File: src/rtl/ctrl_pkg.sv
// Shared definitions for the multicycle controller: opcode map, state
// encoding, PC-source select codes and small opcode classification helpers.
package ctrl_pkg;

  // Controller states; the 3-bit value is visible on the state port.
  typedef enum logic [2:0] {
    ST_FETCH     = 3'd0,
    ST_EXECUTE   = 3'd1,
    ST_MEM_RD    = 3'd2,
    ST_MEM_WR    = 3'd3,
    ST_WRITEBACK = 3'd4,
    ST_HALT      = 3'd5,
    ST_FAULT     = 3'd6
  } state_t;

  // Opcode map (low four bits of the IR opcode field).
  localparam logic [3:0] OP_ADDI = 4'd0;
  localparam logic [3:0] OP_ADD  = 4'd1;
  localparam logic [3:0] OP_LW   = 4'd2;
  localparam logic [3:0] OP_SUBI = 4'd3;
  localparam logic [3:0] OP_SUB  = 4'd4;
  localparam logic [3:0] OP_BEQ  = 4'd5;
  localparam logic [3:0] OP_BNE  = 4'd6;
  localparam logic [3:0] OP_SLT  = 4'd7;
  localparam logic [3:0] OP_SLTI = 4'd8;
  localparam logic [3:0] OP_JUMP = 4'd9;
  localparam logic [3:0] OP_SW   = 4'd10;
  localparam logic [3:0] OP_SRA  = 4'd11;
  localparam logic [3:0] OP_SLL  = 4'd12;
  localparam logic [3:0] OP_HLT  = 4'd13;
  localparam logic [3:0] OP_NAND = 4'd14;
  localparam logic [3:0] OP_BLT  = 4'd15;

  // PC-source select codes.
  localparam logic [1:0] PC_SRC_NEXT   = 2'b00;
  localparam logic [1:0] PC_SRC_BRANCH = 2'b01;
  localparam logic [1:0] PC_SRC_JUMP   = 2'b10;

  // Register-to-register / immediate ALU instructions that finish in WRITEBACK.
  function automatic logic is_alu_op(input logic [3:0] op);
    case (op)
      OP_ADDI, OP_ADD, OP_SUBI, OP_SUB, OP_SLT,
      OP_SLTI, OP_SRA, OP_SLL, OP_NAND: return 1'b1;
      default:                          return 1'b0;
    endcase
  endfunction

  // Conditional branches resolved in EXECUTE.
  function automatic logic is_branch(input logic [3:0] op);
    return (op == OP_BEQ) || (op == OP_BNE) || (op == OP_BLT);
  endfunction

  // Branch condition from the ALU flags.
  function automatic logic branch_taken(input logic [3:0] op,
                                        input logic      zf,
                                        input logic      nf);
    case (op)
      OP_BEQ:  return zf;
      OP_BNE:  return !zf;
      OP_BLT:  return nf;
      default: return 1'b0;
    endcase
  endfunction

endpackage

File: src/rtl/ctrl_wait_timer.sv
// Bounded memory-wait counter shared by FETCH, MEM_RD and MEM_WR.
// expired is high while the count sits at TIMEOUT; TIMEOUT=0 never expires.
module ctrl_wait_timer #(
  parameter int TIMEOUT = 15
) (
  input  logic clk,
  input  logic rst,
  input  logic clr,
  input  logic inc,
  output logic expired
);

  localparam int CW = (TIMEOUT > 0) ? $clog2(TIMEOUT + 1) : 1;
  localparam logic [CW-1:0] LIMIT = CW'(TIMEOUT);
  localparam bit ENABLED = (TIMEOUT != 0);

  logic [CW-1:0] cnt_reg;

  // Count waiting cycles; saturate at the limit so the disabled case stays at 0.
  always_ff @(posedge clk) begin
    if (rst || clr) begin
      cnt_reg <= '0;
    end else if (inc && (cnt_reg != LIMIT)) begin
      cnt_reg <= cnt_reg + 1'b1;
    end
  end

  assign expired = ENABLED && (cnt_reg == LIMIT);

endmodule

File: src/rtl/multicycle_ctrl.sv
// Multicycle control unit for the 8-bit CPU: sequences fetch / execute /
// memory / writeback, drives datapath strobes, traps illegal opcodes and
// memory timeouts into a sticky FAULT, and resumes from HALT.
// Optional feature macro: CTRL_PERF_EN builds the retired-instruction counter;
// without it retired is constant 0.
module multicycle_ctrl
  import ctrl_pkg::*;
#(
  parameter int OPC_W   = 4,
  parameter int TIMEOUT = 15,
  parameter int CNT_W   = 16
) (
  input  logic             clk,
  input  logic             rst,
  input  logic [OPC_W-1:0] opcode,
  input  logic             zero_flag,
  input  logic             neg_flag,
  input  logic             mem_ready,
  input  logic             resume,
  output logic             mem_read,
  output logic             mem_write,
  output logic             reg_write,
  output logic             ir_write,
  output logic             alu_en,
  output logic             pc_write,
  output logic [1:0]       pc_src,
  output logic [2:0]       state,
  output logic             fault,
  output logic [CNT_W-1:0] retired
);

  state_t     state_reg;
  state_t     state_next;
  logic [3:0] op;
  logic       op_illegal;
  logic       wait_expired;
  logic       waiting;

  assign op = opcode[3:0];

  // Any set bit above the 4-bit opcode map makes the instruction illegal.
  generate
    if (OPC_W > 4) begin : g_wide_opc
      assign op_illegal = |opcode[OPC_W-1:4];
    end else begin : g_narrow_opc
      assign op_illegal = 1'b0;
    end
  endgenerate

  // A wait state with the RAM not yet ready.
  assign waiting = ((state_reg == ST_FETCH) || (state_reg == ST_MEM_RD) ||
                    (state_reg == ST_MEM_WR)) && !mem_ready;

  // Any state change restarts the wait budget, so each wait state starts at 0.
  ctrl_wait_timer #(
    .TIMEOUT(TIMEOUT)
  ) u_wait_timer (
    .clk    (clk),
    .rst    (rst),
    .clr    (state_next != state_reg),
    .inc    (waiting),
    .expired(wait_expired)
  );

  // State register.
  always_ff @(posedge clk) begin
    if (rst) begin
      state_reg <= ST_FETCH;
    end else begin
      state_reg <= state_next;
    end
  end

  // Next-state logic; mem_ready beats the timeout when both land together.
  always_comb begin
    state_next = state_reg;
    case (state_reg)
      ST_FETCH: begin
        if (mem_ready)         state_next = ST_EXECUTE;
        else if (wait_expired) state_next = ST_FAULT;
      end
      ST_EXECUTE: begin
        if (op_illegal)          state_next = ST_FAULT;
        else if (is_alu_op(op))  state_next = ST_WRITEBACK;
        else if (op == OP_LW)    state_next = ST_MEM_RD;
        else if (op == OP_SW)    state_next = ST_MEM_WR;
        else if (op == OP_HLT)   state_next = ST_HALT;
        else                     state_next = ST_FETCH;
      end
      ST_MEM_RD: begin
        if (mem_ready)         state_next = ST_WRITEBACK;
        else if (wait_expired) state_next = ST_FAULT;
      end
      ST_MEM_WR: begin
        if (mem_ready)         state_next = ST_FETCH;
        else if (wait_expired) state_next = ST_FAULT;
      end
      ST_WRITEBACK: state_next = ST_FETCH;
      ST_HALT: begin
        if (resume) state_next = ST_FETCH;
      end
      ST_FAULT: state_next = ST_FAULT;
      default:  state_next = ST_FAULT;
    endcase
  end

  // Datapath strobes; everything is forced low while reset is asserted.
  always_comb begin
    mem_read  = 1'b0;
    mem_write = 1'b0;
    reg_write = 1'b0;
    ir_write  = 1'b0;
    alu_en    = 1'b0;
    pc_write  = 1'b0;
    pc_src    = PC_SRC_NEXT;
    fault     = 1'b0;
    if (!rst) begin
      case (state_reg)
        ST_FETCH: begin
          mem_read = 1'b1;
          ir_write = mem_ready;
        end
        ST_EXECUTE: begin
          if (!op_illegal) begin
            alu_en = 1'b1;
            if (is_branch(op)) begin
              pc_write = 1'b1;
              if (branch_taken(op, zero_flag, neg_flag)) pc_src = PC_SRC_BRANCH;
            end else if (op == OP_JUMP) begin
              pc_write = 1'b1;
              pc_src   = PC_SRC_JUMP;
            end
          end
        end
        ST_MEM_RD: mem_read = 1'b1;
        ST_MEM_WR: begin
          mem_write = 1'b1;
          pc_write  = mem_ready;
        end
        ST_WRITEBACK: begin
          reg_write = 1'b1;
          pc_write  = 1'b1;
        end
        ST_HALT:  pc_write = resume;
        ST_FAULT: fault = 1'b1;
        default: ;
      endcase
    end
  end

  assign state = state_reg;

`ifdef CTRL_PERF_EN
  logic [CNT_W-1:0] retired_reg;

  // One count per pc_write pulse, i.e. per completed instruction or resume.
  always_ff @(posedge clk) begin
    if (rst) begin
      retired_reg <= '0;
    end else if (pc_write) begin
      retired_reg <= retired_reg + 1'b1;
    end
  end

  assign retired = retired_reg;
`else
  assign retired = '0;
`endif

endmodule

File: config.mk
export PLATFORM = sky130hd
export DESIGN_NAME = multicycle_ctrl
export DESIGN_NICKNAME = d
export VERILOG_FILES = /design/src/rtl/ctrl_pkg.sv /design/src/rtl/ctrl_wait_timer.sv /design/src/rtl/multicycle_ctrl.sv
export SDC_FILE = /design/constraint.sdc
export NUM_CORES = 1
export LEC_CHECK = 0
export ABC_AREA = 1
export CORE_MARGIN = 1.5
export CORE_UTILIZATION = 41
export DETAILED_ROUTE_END_ITERATION = 7
export PLACE_DENSITY = 0.83
export REMOVE_ABC_BUFFERS = 1
export SLEW_MARGIN = 15
export SYNTH_ARGS = -nofsm -noshare
export SYNTH_HDL_FRONTEND = slang
export SYNTH_SLANG_ARGS = --single-unit
File: constraint.sdc
create_clock -name clk -period 1.8 [get_ports clk]
set_input_delay 0.27 -clock clk [delete_from_list [all_inputs] [get_ports clk]]
set_output_delay 0.27 -clock clk [all_outputs]
set_load 0.05 [all_outputs]
==> results of run 1 <==
[final cells by class]
cell class / count / area (sq um) / share of cell area
multi-input cells: 104 / 611.8 / 0.4949
repair buffers: 29 / 354.1 / 0.2864
flip-flops and latches: 7 / 146.4 / 0.1184
inverters: 17 / 63.81 / 0.05162
well taps: 27 / 33.78 / 0.02733
clock buffers: 4 / 26.28 / 0.02125
[power groups by stage]
| stage | clock, mW | combinational [mW] | sequential, mW |
|---|---|---|---|
| floorplan | 0 | 0.251 | 0.206 |
| global placement | 0 | 0.401 | 0.186 |
| detailed placement | 0 | 0.409 | 0.186 |
| CTS | 0.147 | 0.411 | 0.184 |
| global route | 0.161 | 0.446 | 0.187 |
| finish | 0.143 | 0.419 | 0.185 |
[layer usage]
layer	wire length, um	vias to the layer above
met3	66	4
met4	29	0
met2	1282	30
met1	717	391
met5	0	-
li1	-	451
[worst min-delay path: cells and delay by family, from the launching register on]
kind / cells / cell delay (ps)
DFF: 1 / 330
and+or+nand+nor: 3 / 150
buffers and inverters: 1 / 60
[what timing repair did]
item | CTS | global route
hold buffers | 0 | 0
cloned | 0 | 0
gates resized for setup | 11 | 8
pin swaps | 1 | 3
setup endpoints to repair | 7 | 8
[worst paths after layout]
kind                             endpoint  depth (start not counted)
setup / recovery                pc_src[0]                          6
hold / removal    u_wait_timer.cnt_reg[1]                          4
setup reg to reg  u_wait_timer.cnt_reg[2]                          8
hold reg to reg   u_wait_timer.cnt_reg[1]                          4
[cell families after synthesis]
group | share of synthesized area
AOI/OAI and AO/OA | 0.06997
xor gates and xnor gates | 0.03937
adders and majority gates | 0.05831
buffers and inverters | 0.2274
DFF | 0.1633
muxes | 0.01312
other | 0.004369
and+or+nand+nor | 0.4242
[metrics by stage]
step / std cells / worst slack, ps / instance area [sq um] / hold slack [ps] / power [mW]
final: 188 / -14.41 / 1236 / 576.7 / 0.7468
after global routing: 188 / -68.01 / 1236 / 625.2 / 0.7947
after CTS: 188 / 3.907 / 1210 / 572.5 / 0.7423
after detailed placement: 184 / -287.7 / 1170 / 563.4 / 0.5951
after global placement: 184 / -218.2 / 1170 / 549.4 / 0.5868
after floorplan: 128 / -1136 / 783.3 / 339.1 / 0.4570
[cell usage after synthesis]
| library cell | instances | share of area |
|---|---|---|
| nand4_1 | 4 | 0.029 |
| inv_1 | 15 | 0.066 |
| conb_1 | 1 | 0.0044 |
| o21ai_0 | 2 | 0.012 |
| a21oi_1 | 7 | 0.041 |
| ha_1 | 4 | 0.058 |
| o211ai_1 | 1 | 0.0087 |
| a21boi_0 | 1 | 0.0087 |
| xnor2_1 | 2 | 0.020 |
| xor2_2 | 1 | 0.019 |
| dfxtp_1 | 7 | 0.16 |
| nand3_1 | 17 | 0.099 |
| mux2_2 | 1 | 0.013 |
| buf_4 | 17 | 0.15 |
| nor2_2 | 1 | 0.0073 |
| nand3_2 | 1 | 0.012 |
| nand2_1 | 26 | 0.11 |
| clkbuf_1 | 1 | 0.0044 |
| nand2_4 | 3 | 0.039 |
| nor2_4 | 2 | 0.026 |
| nor3_2 | 4 | 0.047 |
| inv_2 | 2 | 0.0087 |
| nor3_1 | 2 | 0.012 |
| nor2_1 | 9 | 0.039 |
[placed cells by master, fill, tap and decap left out, types with 3 or more instances in the layout]
master	synthesis	layout
buf_12	0	9
nor3_2	4	4
buf_4	17	10
nor2_2	1	4
nand3_1	17	16
nand2_1	26	26
nand2_4	3	3
inv_1	15	14
clkdlybuf4s50_1	0	6
clkbuf_4	0	3
nand4_1	4	4
nor2_1	9	6
conb_1	1	16
inv_2	2	3
a21oi_1	7	6
dfxtp_1	7	4
==> summary.txt, run 1 <==
Status
  • Status: finished with violations
  • Failing checks: setup timing

Worst setup path
  • WP data arrival: 1540 ps
  • Worst path top cell family by delay: buffers and inverters
  • WP data required: roughly 1500 ps
  • Crit-path slowest cell: clkdlybuf4s50_1
  • FF-to-FF setup slack: 180 ps
  • Crit Path Category: input port to output port
  • Worst reg2reg path startpoint: u_wait_timer.cnt_reg[0]
  • Max incr delay on CP: around 440 ps
  • CP cell instances: clkdlybuf4s50_1 > inv_1 > nand3_1 > mux2_4 > a21oi_4 > buf_12
  • Endpoint type of the worst setup path: output port
  • Worst Path Max Fanout: 3
  • Startpoint types: input port
  • Crit path from: opcode[3]
  • CP bufs+invs: 3

Final layout
  • Fillers: 174
  • Largest register FFs: 4
  • ANT cells: 0
  • Finished Core Util: 0.6301
  • Syn-to-layout area delta: 44.02%
  • Proportion of layout cells with a drive suffix above 1: 0.3043
  • Nets: roughly 180

Clock tree
  • Clock sink count: 7
  • Setup bufs post-CTS: 0
  • CTS root buf: clkbuf_4
  • Htree depth: 1
  • CTS Buffer Depth: 2
  • CTS tree: done
  • Clk slew on worst S/H paths: around 50 ps
  • Num CTS Buffers: 3
  • Worst skew pair latency: 250 ps

Min path
  • Hold Startpoint: u_wait_timer.cnt_reg[1]
  • Worst hold path type: flip-flop to flip-flop

Global route
  • All-Layer GR Usage: 0.1836
  • First-pass GRT wire length: roughly 3500 um
  • Grt total ovfl: 0
  • Initial antenna violation count: 0
  • Met1 usage: 0.1708
  • Vias in the first global route: approximately 880
  • M3 GR Usage: 0.04012
  • Pin count of the biggest net entering global routing: 8
  • GR Util met2: 0.3653
  • Top Usage Layer GRT: met2

Power
  • Sw Pwr: 356.9 uW
  • Sw Ratio: 0.4778
  • Cell Int Power: 390.0 uW
  • VDD IR max: about 0.4 mV
  • Sequential share of power: 0.248
  • Pwr/cell area: approximately 600 nW/um^2
  • Logic pwr share: 0.560
  • Lkg Pwr: slightly below 0.6 nW
  • Clk pwr share: 0.191

Drt
  • Via-per-instance ratio: approximately 4.7
  • Remaining antenna violation count after routing: 0
  • Total Wirelength: roughly 2100 um
  • DRT Pass-1 Iters: 4
  • Drt initial violations: 12
  • Drt drc: 0
  • DR WL/cell: between 10 and 15 um
  • Vias: 876

Place
  • RePlAce Congestion: around 0.76
  • Post-DP HPWL: 1672 um
  • PortBufs: 21

Synth
  • Synth Instances: roughly 130
  • Synthesis Warnings: 0
  • Synth Cell Area: around 860 sq um
  • Yosys cell types: 24
  • Register area share after synthesis: 0.1633
  • Synth Register Bits: 7
  • Syn avg cell area: roughly 6.6 sq um

Die
  • Initial Util: 0.4375
  • Row count: 16
  • Ports: 38
  • Die X: between 40 and 50 um
  • Die outline height: around 49 um
  • Die area: ~2400 sq um
  • Placeable Area: 1962 sq um

STA
  • Setup slack after layout: -14.41 ps
  • Final slew viol count: 0
  • Setup_tns: -14.41 ps
  • Skew final: about 2.6 ps
  • Final setup vio count: 1
  • Min Clock Period, post-route: roughly 1800 ps
  • FMAX: 551.1 MHz
  • Unrepaired setup endpoints after global routing: yes
  • Part of the cycle the worst path needs: 1.008
  • Endpoints failing hold: 0

Run
  • Maximum capacitance violations: 0
Note: power is estimated with default switching activity, not from simulation.
==> inputs of run 2 (changes only) <==
- CORE_MARGIN: 1.5 -> 2
==> run 2 against run 1 <==
  * The run now ends clean
  * Register-to-register slack worse by 40 ps
  * Die area is 4.1% higher
  * Combinational power is 4% higher
  * Utilization is 2.6 points higher
  * Power is 1.9% higher
  * Clock-buffer cell count stayed put
  * Final cell count is 2.7% higher
  * Global-route usage is 1.3 points lower
  * Critical path type unchanged
  * Largest power group unchanged
  * Highest routed layer is now met3
==> summary.txt, run 2 (synthesized netlist as in run 1, its figures left out) <==
Power
  • Lkg Pwr: 0.6144 nW (+6.0%)
  • VDD IR max: 0.3167 mV (-19%)
  • Pwr/cell area: 591.8 nW/um^2 (-2.0%)
  • Overall Power: 761.2 uW (+1.9%)

Die
  • Die X: 49.76 um (+2.1%)
  • Placeable Area: 1962 sq um (unchanged)
  • Ports: 38 (unchanged)
  • Initial Util: 0.4375 (unchanged)
  • Row count: 16 (unchanged)
  • Die outline height: 49.76 um (+2.1%)
  • Die area: 2476 sq um (+4.1%)

Global route
  • Pin count of the biggest net entering global routing: 8 (unchanged)
  • Grt total ovfl: 0 (unchanged)
  • Vias in the first global route: 810 (-8.2%)
  • First-pass GRT wire length: 3318 um (-4.6%)
  • All-Layer GR Usage: 0.1706 (-0.01307)
  • Initial antenna violation count: 0 (unchanged)

Final layout
  • Nets: 181 (+2.8%)
  • Proportion of layout cells with a drive suffix above 1: 0.3373 (+0.03300)
  • Commonest cells after routing, fill and taps aside: nand2_1, conb_1, buf_4, nand3_1, inv_1
  • Final Non-Filler Cells: 193 (+2.7%)
  • Syn-to-layout area delta: 49.85%
  • Commonest non-fill, non-tap cell in the layout: nand2_1
  • Largest register FFs: 4 (unchanged)
  • Final Instance Area: 1286 sq um (+4.0%)
  • ANT cells: 0 (unchanged)

Worst setup path
  • Endpoint type of the worst setup path: output port
  • WP data required: 1530 ps (about the same)
  • Startpoint types: input port
  • Crit Path Category: input port to output port
  • Max incr delay on CP: 290 ps (-150 ps)
  • WP data arrival: 1490 ps (-50 ps)
  • CP cell instances: dlygate4sd2_1 > inv_1 > ha_2 > nand3_2 > mux2_4 > a21oi_4 > buf_12
  • FF-to-FF setup slack: 140 ps (-40 ps)
  • Worst Path Max Fanout: 3 (unchanged)
  • Crit-path slowest cell: mux2_4

Clock tree
  • CTS tree: done
  • Htree depth: 1 (unchanged)
  • Clk slew on worst S/H paths: 50 ps (about the same)
  • CTS root buf: clkbuf_4
  • Clock sink count: 7 (unchanged)
  • Post-cts hold buffer count: 0 (unchanged)
  • CTS Buffer Depth: 2 (unchanged)
  • Num CTS Buffers: 3 (unchanged)
  • Worst skew pair latency: 250 ps (about the same)

STA
  • Endpoints failing hold: 0 (unchanged)
  • Fin Hold WS: 574.3 ps (-2.486 ps)
  • FMAX: 568.8 MHz (+3.2%)
  • Min Clock Period, post-route: 1758 ps (-56.41 ps)
  • Final slew viol count: 0 (unchanged)
  • Skew final: 6.381 ps (+3.820 ps)
  • Part of the cycle the worst path needs: 0.9767 (-0.03134)
  • Final setup vio count: 0 (-1)
  • Unrepaired setup endpoints after global routing: yes

Place
  • PortBufs: 21 (unchanged)
  • Post-DP HPWL: 1643 um (-1.7%)
  • Placed Cells incl. Taps: 185 (+0.54%)
  • RePlAce Congestion: 0.8387 (+9.6%)
  • Dpl cell area: 1177 sq um (+0.64%)

Run
  • Maximum capacitance violations: 0 (unchanged)

Drt
  • Vias: 932 (+6.4%)
  • Via-per-instance ratio: 4.829 (+3.6%)
  • Drt drc: 0 (unchanged)
  • DR WL/cell: 10.96 um (-1.7%)
  • Drt initial violations: 27 (+15)
  • Remaining antenna violation count after routing: 0 (unchanged)
  • DRT Pass-1 Iters: 4 (unchanged)
  • Total Wirelength: 2116 um (+0.91%)

Status
  • Status: complete, no violations

Min path
  • Worst hold path type: flip-flop to flip-flop
run 2: through the flow:
| step | setup slack (ps) | setup TNS (ps) | util |
|---|---|---|---|
| global placement | -192.0 | -907.6 | 0.6001 |
| floorplan | -1136 | -3285 | - |
| CTS | 3.516 | 0 | 0.6263 |
| detailed placement | -257.9 | -1360 | 0.6001 |
| global route | -18.08 | -18.08 | 0.6556 |
| finish | 42.00 | 0 | 0.6556 |
run 2: final cells by class:
| type | count | area, sq um |
|---|---|---|
| Fill cell | 176 | 675.6 |
| Multi-Input combinational cell | 104 | 621.8 |
| Timing Repair Buffer | 34 | 397.9 |
| Sequential cell | 7 | 142.6 |
| Inverter | 17 | 63.81 |
| Tap cell | 27 | 33.78 |
| Clock buffer | 4 | 26.28 |
run 2: repair_timing:
item	in CTS	in global routing
setup buffers	2	2
endpoints found under the setup margin	3	6
pin swaps	4	2
resized for setup	9	13
run 2: per-layer routing:
metal  vias up  GRT usage  part of all wire
met5         -          0                 0
met4         0    0.05093                 0
met3         0    0.03030             0.049
met2        38     0.3467              0.58
met1       431     0.1707              0.37
li1        463          -                 -
run 2: worst paths after layout:
kind / from / to / depth (start not counted)
setup / recovery: opcode[0] / pc_src[0] / 7
hold / removal: u_wait_timer.cnt_reg[1] / u_wait_timer.cnt_reg[1] / 4
setup reg to reg: state[2] / u_wait_timer.cnt_reg[2] / 8
hold reg to reg: u_wait_timer.cnt_reg[1] / u_wait_timer.cnt_reg[1] / 4
run 2: power by group:
group	internal, mW	switching (mW)	leakage (nW)
Combinational	0.150	0.287	0.542
Sequential	0.166	0.0192	0.0577
Clock	0.0844	0.0556	0.0150
run 2: worst max-delay path, delay by kind of cell:
kind	cells	cell delay [ps]
simple gates	1	90
buf+inv	3	500
mux	1	290
fa+ha+maj	1	190
compound gates	1	140
